**src/rtl/cpu_mem_responder.sv**
```systemverilog
// -----------------------------------------------------------------------------
// cpu_mem_responder
//   Memory-side responder for the basic CPU bus. Owns the unified program/data
//   RAM, preloads a program from a byte stream while holding the CPU in reset,
//   serves CPU reads/writes while the CPU runs, then freezes the CPU and streams
//   a result window out through a valid/ready dump port.
//
// Ports
//   clk, rst          clock; asynchronous active-low reset
//   rd_mem, wr_mem    CPU read / write strobes
//   adr_bus           CPU address
//   data_bus_out      CPU write data
//   data_bus_in       CPU read data (combinational, zero latency, 0 when idle)
//   cpu_rst           active-high reset to the CPU (low only while running)
//   ld_valid/ld_data/ld_last/ld_ready   program load byte stream
//   dump_start        request the result dump (honoured only while running)
//   dump_valid/dump_addr/dump_data/dump_ready   result dump stream
//   dump_done         set once the final dump beat has been consumed
// -----------------------------------------------------------------------------
module cpu_mem_responder #(
    parameter int ADDR_W  = 6,
    parameter int DATA_W  = 8,
    parameter int DUMP_LO = 32,
    parameter int DUMP_HI = 40
) (
    input  logic              clk,
    input  logic              rst,
    input  logic              rd_mem,
    input  logic              wr_mem,
    input  logic [ADDR_W-1:0] adr_bus,
    input  logic [DATA_W-1:0] data_bus_out,
    output logic [DATA_W-1:0] data_bus_in,
    output logic              cpu_rst,
    input  logic              ld_valid,
    input  logic [DATA_W-1:0] ld_data,
    input  logic              ld_last,
    output logic              ld_ready,
    input  logic              dump_start,
    output logic              dump_valid,
    output logic [ADDR_W-1:0] dump_addr,
    output logic [DATA_W-1:0] dump_data,
    input  logic              dump_ready,
    output logic              dump_done
);

    localparam int                DEPTH       = 2 ** ADDR_W;
    localparam logic [ADDR_W-1:0] LP_PTR_MAX  = {ADDR_W{1'b1}};
    localparam logic [ADDR_W-1:0] LP_DUMP_LO  = ADDR_W'(DUMP_LO);
    localparam logic [ADDR_W-1:0] LP_DUMP_HI  = ADDR_W'(DUMP_HI);

    typedef enum logic [2:0] {
        ST_IDLE,
        ST_LOAD,
        ST_RUN,
        ST_DUMP,
        ST_DONE
    } state_t;

    state_t            r_state;
    state_t            w_next_state;
    logic [DATA_W-1:0] r_mem [DEPTH];
    logic [ADDR_W-1:0] r_ptr;
    logic [ADDR_W-1:0] r_dump_addr;

    logic              w_ld_fire;
    logic              w_dump_fire;
    logic              w_cpu_wr;
    logic              w_mem_we;
    logic [ADDR_W-1:0] w_mem_waddr;
    logic [DATA_W-1:0] w_mem_wdata;

    // -------------------------------------------------------------------------
    // FSM: state register
    // -------------------------------------------------------------------------
    // NOTE: sequential state uses non-blocking (<=) so every flop samples the
    // pre-edge values; blocking (=) is reserved for the combinational block.
    always_ff @(posedge clk or negedge rst) begin
        if (!rst) r_state <= ST_IDLE;
        else      r_state <= w_next_state;
    end

    // -------------------------------------------------------------------------
    // FSM: next state and state-decoded outputs
    // -------------------------------------------------------------------------
    always_comb begin
        // NOTE: every output gets a default before the case so no path leaves
        // a signal unassigned, which would otherwise infer a latch.
        w_next_state = r_state;
        cpu_rst      = 1'b1;
        ld_ready     = 1'b0;
        dump_valid   = 1'b0;
        dump_done    = 1'b0;
        unique case (r_state)
            ST_IDLE: begin
                ld_ready = 1'b1;
                if (ld_valid) w_next_state = ld_last ? ST_RUN : ST_LOAD;
            end
            ST_LOAD: begin
                ld_ready = 1'b1;
                // The top RAM byte ends the load even without ld_last: no wrap.
                if (ld_valid && (ld_last || r_ptr == LP_PTR_MAX))
                    w_next_state = ST_RUN;
            end
            ST_RUN: begin
                cpu_rst = 1'b0;
                if (dump_start) w_next_state = ST_DUMP;
            end
            ST_DUMP: begin
                dump_valid = 1'b1;
                if (dump_ready && r_dump_addr == LP_DUMP_HI)
                    w_next_state = ST_DONE;
            end
            ST_DONE: begin
                dump_done = 1'b1;
            end
            default: w_next_state = ST_IDLE;
        endcase
    end

    assign w_ld_fire   = ld_valid & ld_ready;
    assign w_dump_fire = dump_valid & dump_ready;
    assign w_cpu_wr    = (r_state == ST_RUN) & wr_mem;

    // Load and CPU writes live in disjoint states, so one write port suffices.
    assign w_mem_we    = w_ld_fire | w_cpu_wr;
    assign w_mem_waddr = w_cpu_wr ? adr_bus      : r_ptr;
    assign w_mem_wdata = w_cpu_wr ? data_bus_out : ld_data;

    // -------------------------------------------------------------------------
    // Load pointer and dump address
    // -------------------------------------------------------------------------
    // r_ptr is 0 whenever the FSM is in IDLE, so the first byte lands at mem[0].
    always_ff @(posedge clk or negedge rst) begin
        if (!rst)           r_ptr <= '0;
        else if (w_ld_fire) r_ptr <= r_ptr + 1'b1;
    end

    always_ff @(posedge clk or negedge rst) begin
        if (!rst)
            r_dump_addr <= '0;
        else if (r_state == ST_RUN && dump_start)
            r_dump_addr <= LP_DUMP_LO;
        else if (w_dump_fire)
            r_dump_addr <= r_dump_addr + 1'b1;
    end

    // -------------------------------------------------------------------------
    // RAM
    // -------------------------------------------------------------------------
    // NOTE: the RAM array has no reset; an aborted operation must keep the
    // bytes already written, and leaving it out keeps it mappable to RAM.
    always_ff @(posedge clk) begin
        if (w_mem_we) r_mem[w_mem_waddr] <= w_mem_wdata;
    end

    // Read-during-write returns the old contents: the read is combinational
    // and the write only lands at the edge.
    assign data_bus_in = (r_state == ST_RUN && rd_mem) ? r_mem[adr_bus] : '0;
    assign dump_addr   = r_dump_addr;
    assign dump_data   = r_mem[r_dump_addr];

endmodule

```
**config.mk**
```make
export PLATFORM = sky130hd
export DESIGN_NAME = cpu_mem_responder
export DESIGN_NICKNAME = d
export VERILOG_FILES = /design/src/rtl/cpu_mem_responder.sv
export SDC_FILE = /design/constraint.sdc
export NUM_CORES = 1
export LEC_CHECK = 0
export ABC_CLOCK_PERIOD_IN_PS = 2560
export BUFFER_PORTS_ARGS = -buffer_cell sky130_fd_sc_hd__clkbuf_2
export CAP_MARGIN = 10
export CORE_MARGIN = 5
export CORE_UTILIZATION = 50
export CTS_CLUSTER_SIZE = 16
export DETAILED_ROUTE_END_ITERATION = 10
export PLACE_DENSITY = 0.75
export SYNTH_ARGS = -nofsm -noshare
export SYNTH_HDL_FRONTEND = slang
export SYNTH_SLANG_ARGS = --single-unit
```
**constraint.sdc**
```tcl
create_clock -name clk -period 2.56 [get_ports clk]
set_clock_uncertainty 0.1 [all_clocks]
set_input_delay 0.256 -clock clk [delete_from_list [all_inputs] [get_ports clk]]
set_output_delay 0.256 -clock clk [all_outputs]
set_load 0.01 [all_outputs]
```
# Yosys cells after proc, flatten, opt, wreduce, memory -nomap -nowiden
# Memories as Yosys holds them, arrays and structs flattened.
# Index checks and enable logic that the tools add are counted.
totals:
  regBits: 15
  ram_bits: 512
  inputBits: 30
  output_inout_bits: 26
  word_cells: 47
  n_memories: 1
mem_list:
  columns: ["memory", "words", "word_bits", "rd", "rd_clocked_by_memory_dff", "wr", "line", "source"]
  rows:
  - ["r_mem", 64, 8, 2, 0, 1, "61", "logic [DATA_W-1:0] r_mem [DEPTH];"]
op_classes:
  n_addsub: 2
  n_eq_ne: 10
  muxes: 17
  bitwise: 5
  reduce_logical: 9
op_table:
  columns: ["cell", "count"]
  rows:
  - ["$mux W6", 3]
  - ["$mux W8", 2]
  - ["$pmux W3 S5", 1]
  - ["$add A6 B1 Y6 const B", 2]
  - ["$eq A6 B6 Y1 const B", 2]
  - ["$mux W3", 4]
  - ["$ne A2 B2 Y1 const B", 4]
  - ["$eq A3 B2 Y1 const B", 2]
  - ["$mux W1", 6]
  - ["$reduce_and A5 Y1", 1]
  - ["$logic_and A1 B1 Y1", 4]
  - ["$and A1 B1 Y1", 3]
  - ["$eq A3 B1 Y1 const B", 1]
  - ["$eq A3 B3 Y1 const B", 1]
  - ["$logic_not A3 Y1", 1]
  - ["$mux W2", 1]
  - ["$reduce_bool A2 Y1", 1]
  - ["$reduce_or A2 Y1", 1]
  - ["$logic_or A1 B1 Y1", 1]
  - ["$not A1 Y1", 1]
  - ["$or A1 B1 Y1", 1]

# Depth between registers and ports, before layout
# Gate-level depths: netlist of the first run.
depth:
  ltp_word: 7
  depth_mapped: 10

# Least setup slack after synthesis of the first run
# OpenSTA, ideal clock, no wires.
synth_path:
  path_kind: "register to register"
  startpoint: "register r_state[2]"
  endpoint: "memory r_mem[0][0], data pin"
  setup_ns: 0.356
  arrival_ns: 2.114
  required_time_ns: 2.104
  setup_slack_ns: -0.009
  stages_incl_launch_ff: 7
  period_less_slack_ns: 2.569
  path_cell_list: "dfrtp_1 -> buf_2 -> and4bb_2 -> buf_2 -> buf_1 -> nand2_1 -> nand2_1"
synth_between:
  elab_chain_len: 3
synth_rtl:
  columns: ["item", "line", "source"]
  rows:
  - ["start: declaration", "59", "state_t r_state;"]
  - ["start signal: assignment", "79", "else r_state <= w_next_state;"]
  - ["$eq A3 B2 Y1", "122", "assign w_cpu_wr = (r_state == ST_RUN) & wr_mem;"]
  - ["$and A1 B1 Y1", "122", null]
  - ["$mux W8", "127", "assign w_mem_wdata = w_cpu_wr ? data_bus_out : ld_data;"]
  - ["named net w_mem_wdata[0]", "70", "logic [DATA_W-1:0] w_mem_wdata;"]
  - ["end: declaration", "61", null]
# The timed path passes the listed nets, and every way through them passes these cells.

# Worst setup path after layout of the first run
layout_path:
  startpoint: "register r_dump_addr[4] (netlist: dump_addr[4])"
  endpoint: "output dump_data[1]"
layout_between:
  elab_chain_len: 1
layout_rtl:
  columns: ["item", "line", "source"]
  rows:
  - ["start: declaration", "63", "logic [ADDR_W-1:0] r_dump_addr;"]
  - ["start signal: assignment", "144", "r_dump_addr <= r_dump_addr + 1'b1;"]
  - ["$mem_v2 Z64 W8", null, null]
  - ["end: declaration", "41", "output logic [DATA_W-1:0] dump_data,"]
# No other way between the ends.

==> impl_metrics.tcl, run 1 <==
set metrics [dict create \
    root_buffer "clkbuf_16" \
    slew_headroom_pct 45.78 \
    viasPerCell 6.868 \
    fin_crit_ns 3.333 \
    antenna_found_initial 0 \
    syn_area_um2 25130 \
    ys_async_sr_fraction_pct 2.846 \
    ys_types 61 \
    n_antenna_cell 0 \
    first_pass_iters 8 \
    critPathBufInv 2 \
    synth_area_leaders "edfxtp_1 61%, mux4_2 21%, mux2i_1 2.5%" \
    drt_wl_total_um 78380 \
    start_util_pct 50.29 \
    insertion_delay_ns 0.60 \
    syn_avg_cell_area_um2 17.77 \
    setup_tns_ns -7.747 \
    final_nets 1777 \
    grt_usage_pct 28.34 \
    dieHeight_um 234.2 \
    setup_viol 23 \
    min_path_type "input pin to flip-flop" \
    vdd_drop_max_mv 0.5815 \
    yosys_warnings 0 \
    overflow 0 \
    slowest_stage "dfrtp_1" \
    area_growth_syn_to_layout_pct 24.91 \
    critPathMaxFanout 14 \
    fin_util_pct 62.82 \
    final_cells 2461 \
    place_congestion 0.9703 \
    crit_required_ns 2.20 \
    path_class "flip-flop to output port" \
    yosysSeqAreaShare_pct 62.68 \
    cts_sinks 527 \
    hpwl_um 52100 \
    synth-edff-count 512 \
    post-route-worst-setup-slack_ns -0.7732 \
    drive_gt1_share_pct 47.12 \
    synthTopCellsByCount "512 x edfxtp_1, 239 x mux4_2, 104 x nor2_1" \
    die_area_um2 54840 \
    synthesis.nets 1447 \
    worstMarginPinSlew_ns 0.8133 \
    place_worst_setup_slack_ns -0.6703 \
    wl_per_cell_um 31.85 \
    io_pins 56 \
    ys_seq_elements 527 \
    post-route-period-util_pct 130.2 \
    syn_inst 1414 \
    tritoncts "done" \
    slew_viol_final 0 \
    end_kind "output port" \
    crit_chain "buf_4, nor2b_1, nand3b_1, nand4_1, nor2_2, clkbuf_2" \
    port-buffer-count 55 \
    drc 0 \
    grt_pass1_wl_um 112600 \
    cts-buffers-inserted 53 \
    start_kind "flip-flop" \
    cp_top_family "simple AND/OR/NAND/NOR gates" \
    yosysTopAreaCellShare_pct 61.18 \
    final_hold_viol_count 0 \
    violations "setup timing" \
    dp_cells 2325 \
    ant_nets 0 \
    ff2ff_setup_slack_ns 0 \
    cts_buffer_depth 3 \
    powerDensity_nw_per_um2 908.5 \
    vias 16900 \
    crit_arrival_ns 2.98 \
    htree_levels 2 \
    grt_setup_unrepaired "yes" \
    synthFlopType "edfxtp_1" \
    post-synth-top-count-cell "edfxtp_1" \
    fmax_mhz 300.0 \
    placed_cell_area_um2 28200 \
    fp.dieW_um 234.2 \
    stdcell_area_um2 31390 \
    leakage_nw 10.60 \
    max_cap_viol_count 0 \
    core_area_um2 49970 \
    grt_max_degree 65 \
    synth_area_leader_cell "edfxtp_1" \
    drt-initial-drc-count 2992 \
    clk_pin_slew_ns 0.06 \
    grt_pass1_vias 16600 \
    slowest_delay_ns 0.87 \
    status "complete, but fails checks" \
    rows 82 \
]
[worst register-to-register path, delay by kind of cell (launching register included)]
family / cells / cell delay, ns
buffers and inverters: 4 / 0.66
and+or+nand+nor: 2 / 0.52
DFF: 1 / 0.41
muxes: 1 / 0.34
AOI/OAI and AO/OA: 1 / 0.25
[per-stage QoR]
step | power, mW | hold slack, ns
after floorplan | 15.35 | -0.1396
after global placement | 18.88 | 0.1500
after detailed placement | 19.02 | 0.1540
after CTS | 27.91 | 0.01422
after global routing | 29.27 | 0.06257
final | 28.52 | 0.03668
[final timing paths]
path                                          startpoint                        to  cells past startpoint
worst max-delay path            dump_addr[4]$_DFFE_PN0P_              dump_data[1]                      6
worst min-delay path                          dump_start    r_state[0]$_DFFE_PN0P_                      3
worst max register to register    r_state[0]$_DFFE_PN0P_    r_mem[16][4]$_DFFE_PP_                      8
worst min register to register      r_ptr[4]$_DFFE_PN0P_      r_ptr[4]$_DFFE_PN0P_                      1
max in group asynchronous                            rst  dump_addr[0]$_DFFE_PN0P_                      2
min in group asynchronous                            rst  dump_addr[1]$_DFFE_PN0P_                      2
[registers in the layout, indices dropped and copies added, names as in the netlist]
signal and flops:
r_mem 512, dump_addr 6, r_state 3, r_ptr 6
[layer usage]
layer | vias to the layer above | track usage, % | routed length [um]
met2 | 1506 | 45.17 | 36700
met5 | - | 0 | 0
met1 | 8488 | 37.33 | 26570
li1 | 6582 | - | -
met3 | 327 | 7.555 | 10520
met4 | 0 | 12.06 | 4586
[power breakdown]
part / leakage [nW] / total [mW] / internal [mW] / switching, mW
logic: 4.92 / 10.3 / 4.67 / 5.59
registers: 4.78 / 10.1 / 9.86 / 0.244
clock network: 0.895 / 8.14 / 4.83 / 3.32
total: 10.6 / 28.5 / 19.4 / 9.15
[area by class of cell]
type | instances | area (um2)
flip-flops and latches | 527 | 15760
inverters | 6 | 22.52
multi-input cells | 781 | 9580
clock inverters | 39 | 427.9
repair buffers | 375 | 3358
well taps | 672 | 840.8
fillers | 3310 | 18580
clock buffers | 61 | 1399
[repair_timing]
item / in CTS / in global routing
setup endpoints to repair: 71 / 210
resized for setup: 111 / 129
endpoints found under the hold margin: 17 / 0
hold buffers: 2 / 0
cloned: 2 / 1
setup buffers: 21 / 15
pin swaps: 41 / 25
[cells by family (layout without fill, tap and decap cells)]
kind of cell / Yosys count / in the layout / synth area share (%)
flops: 527 / 527 / 62.68
mux: 305 / 305 / 24.07
compound gates: 168 / 168 / 4.914
simple gates: 295 / 296 / 5.338
buf+inv: 107 / 481 / 2.539
fa+ha+maj: 3 / 3 / 0.1494
xor+xnor: 9 / 9 / 0.3137
[layout by cell type (no fill, tap or decap), types with 25 or more instances in the layout]
master,instances
buf_4,234
buf_12,32
mux2i_1,54
nor2_2,25
clkbuf_16,55
buf_6,51
mux4_2,239
edfxtp_1,512
nor2_1,72
clkbuf_2,45
nand2_1,84
(Power assumes the default switching activity.)
==> run 2, diff against run 1 <==
- SKIP_CTS_REPAIR_TIMING: not set -> 1
==> run 2 against run 1 <==
  * The run ends with hold timing, setup timing left
  * Clock-buffer cell count is the same
  * Cell count is essentially flat
  * Power shrank 0.79%
  * Register-to-register slack is essentially flat
  * Sequential cell count is the same
  * Global-route usage shrank 0.94 points
  * Via count shrank 1.1%
  * Utilization shrank 0.92 points
  * Combinational power is essentially flat
  * Critical endpoint is now dump_data[3]
  * Largest power group is now registers
==> impl_metrics.tcl, run 2 (synthesized netlist as in run 1, its figures left out) <==
set metrics [dict create \
    status "complete, but fails checks" \
    violations "hold timing, setup timing" \
    first_pass_iters 6 \
    cts-buffers-inserted 53 \
    start_util_pct 50.29 \
    layout_commonest_cell "edfxtp_1" \
    cts_sinks 527 \
    dp_cells 2325 \
    p_seq_share_pct 35.7 \
    tritoncts "done" \
    largest_register "r_mem" \
    post-route-worst-setup-slack_ns -0.8191 \
    crit_arrival_ns 3.02 \
    root_buffer "clkbuf_16" \
    path_class "flip-flop to output port" \
    overflow 0 \
    grt_pass1_wl_um 108900 \
    stdcell_area_um2 30930 \
    max_cap_viol_count 0 \
    rows 82 \
    drc 0 \
    critPathMaxFanout 5 \
    core_area_um2 49970 \
    p_clk_share_pct 28.8 \
    antenna_found_initial 1 \
    drt-initial-drc-count 2712 \
    grt_setup_unrepaired "yes" \
    io_pins 56 \
    grt_pass1_vias 16250 \
    p_switching_mw 8.950 \
    fin_util_pct 61.90 \
    port-buffer-count 55 \
    fin_crit_ns 3.379 \
    placed_cell_area_um2 28200 \
    setup_tns_ns -8.607 \
    total_power_mw 28.29 \
    area_growth_syn_to_layout_pct 23.09 \
    dieHeight_um 234.2 \
    final_cells 2460 \
    insertion_delay_ns 0.60 \
    grt_usage_pct 27.40 \
    clk_pin_slew_ns 0.06 \
    final_hold_viol_count 2 \
    layout_common_cells "512 x edfxtp_1, 269 x buf_4, 239 x mux4_2, 101 x nor2_1, 91 x nand2_1" \
    place_worst_setup_slack_ns -0.6703 \
    slew_headroom_pct 48.64 \
    crit_required_ns 2.20 \
    combPwrFrac_pct 35.4 \
    vias 16720 \
    final_nets 1776 \
    min_path_type "input pin to flip-flop" \
    grt_max_degree 65 \
    htree_levels 2 \
    drt_wl_total_um 76950 \
    cts_buffer_depth 3 \
    end_kind "output port" \
    setup_viol 17 \
    worstMarginPinSlew_ns 0.7703 \
    swShare_pct 31.64 \
    drive_gt1_share_pct 43.85 \
    n_antenna_cell 0 \
    start_kind "flip-flop" \
    slew_viol_final 0 \
    largest_register_ffs 512 \
    post-route-period-util_pct 132.0 \
    wl_per_cell_um 31.28 \
    hold-worst-slack_ns -0.004145 \
    die_area_um2 54840 \
    fp.dieW_um 234.2 \
    powerDensity_nw_per_um2 914.6 \
    place_congestion 0.9703 \
    leakage_nw 10.52 \
    internal_power_mw 19.34 \
    ant_nets 0 \
    fmax_mhz 295.9 \
    hpwl_um 52100 \
    viasPerCell 6.798 \
    vdd_drop_max_mv 0.5722 \
]
==> run 2: final cells by class <==
class | instances | area (um2)
multi-input cells | 780 | 9268
clock buffers | 61 | 1399
repair buffers | 375 | 3214
inverters | 6 | 22.52
fillers | 3388 | 19030
flip-flops and latches | 527 | 15760
well taps | 672 | 840.8
clock inverters | 39 | 427.9
==> run 2: worst paths after layout <==
kind / from / end / slack (ns) / cells after the start
worst max-delay path: dump_addr[0]$_DFFE_PN0P_ / dump_data[3] / -0.82 / 8
worst min-delay path: ld_valid / r_state[1]$_DFFE_PN0P_ / -0.004 / 4
worst max register to register: r_state[0]$_DFFE_PN0P_ / r_mem[25][3]$_DFFE_PP_ / 0 / 6
worst min register to register: r_ptr[5]$_DFFE_PN0P_ / r_ptr[5]$_DFFE_PN0P_ / 0.43 / 1
max in group asynchronous: rst / dump_addr[0]$_DFFE_PN0P_ / 1.87 / 2
min in group asynchronous: rst / dump_addr[1]$_DFFE_PN0P_ / 0.07 / 2
==> run 2: worst max-delay path, cell delays in order (launching register included) <==
cell and delay [ns]:
dfrtp_4 0.54, buf_8 0.15, or3b_4 0.45, buf_4 0.17, o221ai_1 0.28, a211oi_4 0.09
a311oi_2 0.39, a21o_1 0.19, clkbuf_2 0.15
==> run 2: power groups by stage <==
stage / Combinational (mW) / Sequential (mW) / Clock, mW
2_1_floorplan: 5.21 / 10.1 / 0
3_3_place_gp: 8.59 / 10.3 / 0
3_5_place_dp: 8.72 / 10.3 / 0
4_1_cts: 8.75 / 10.1 / 8.22
5_1_grt: 10.4 / 10.1 / 8.58
6_report: 10.0 / 10.1 / 8.16
==> run 2: layer usage <==
layer | up-vias | part of all wire (%) | track usage, % | wire, um
met5 | - | 0.014 | 0 | 11
met4 | 2 | 5.3 | 10.90 | 4070
met3 | 264 | 13 | 6.320 | 9820
met2 | 1395 | 47 | 43.79 | 36320
met1 | 8497 | 35 | 37.00 | 26730
li1 | 6564 | - | - | -
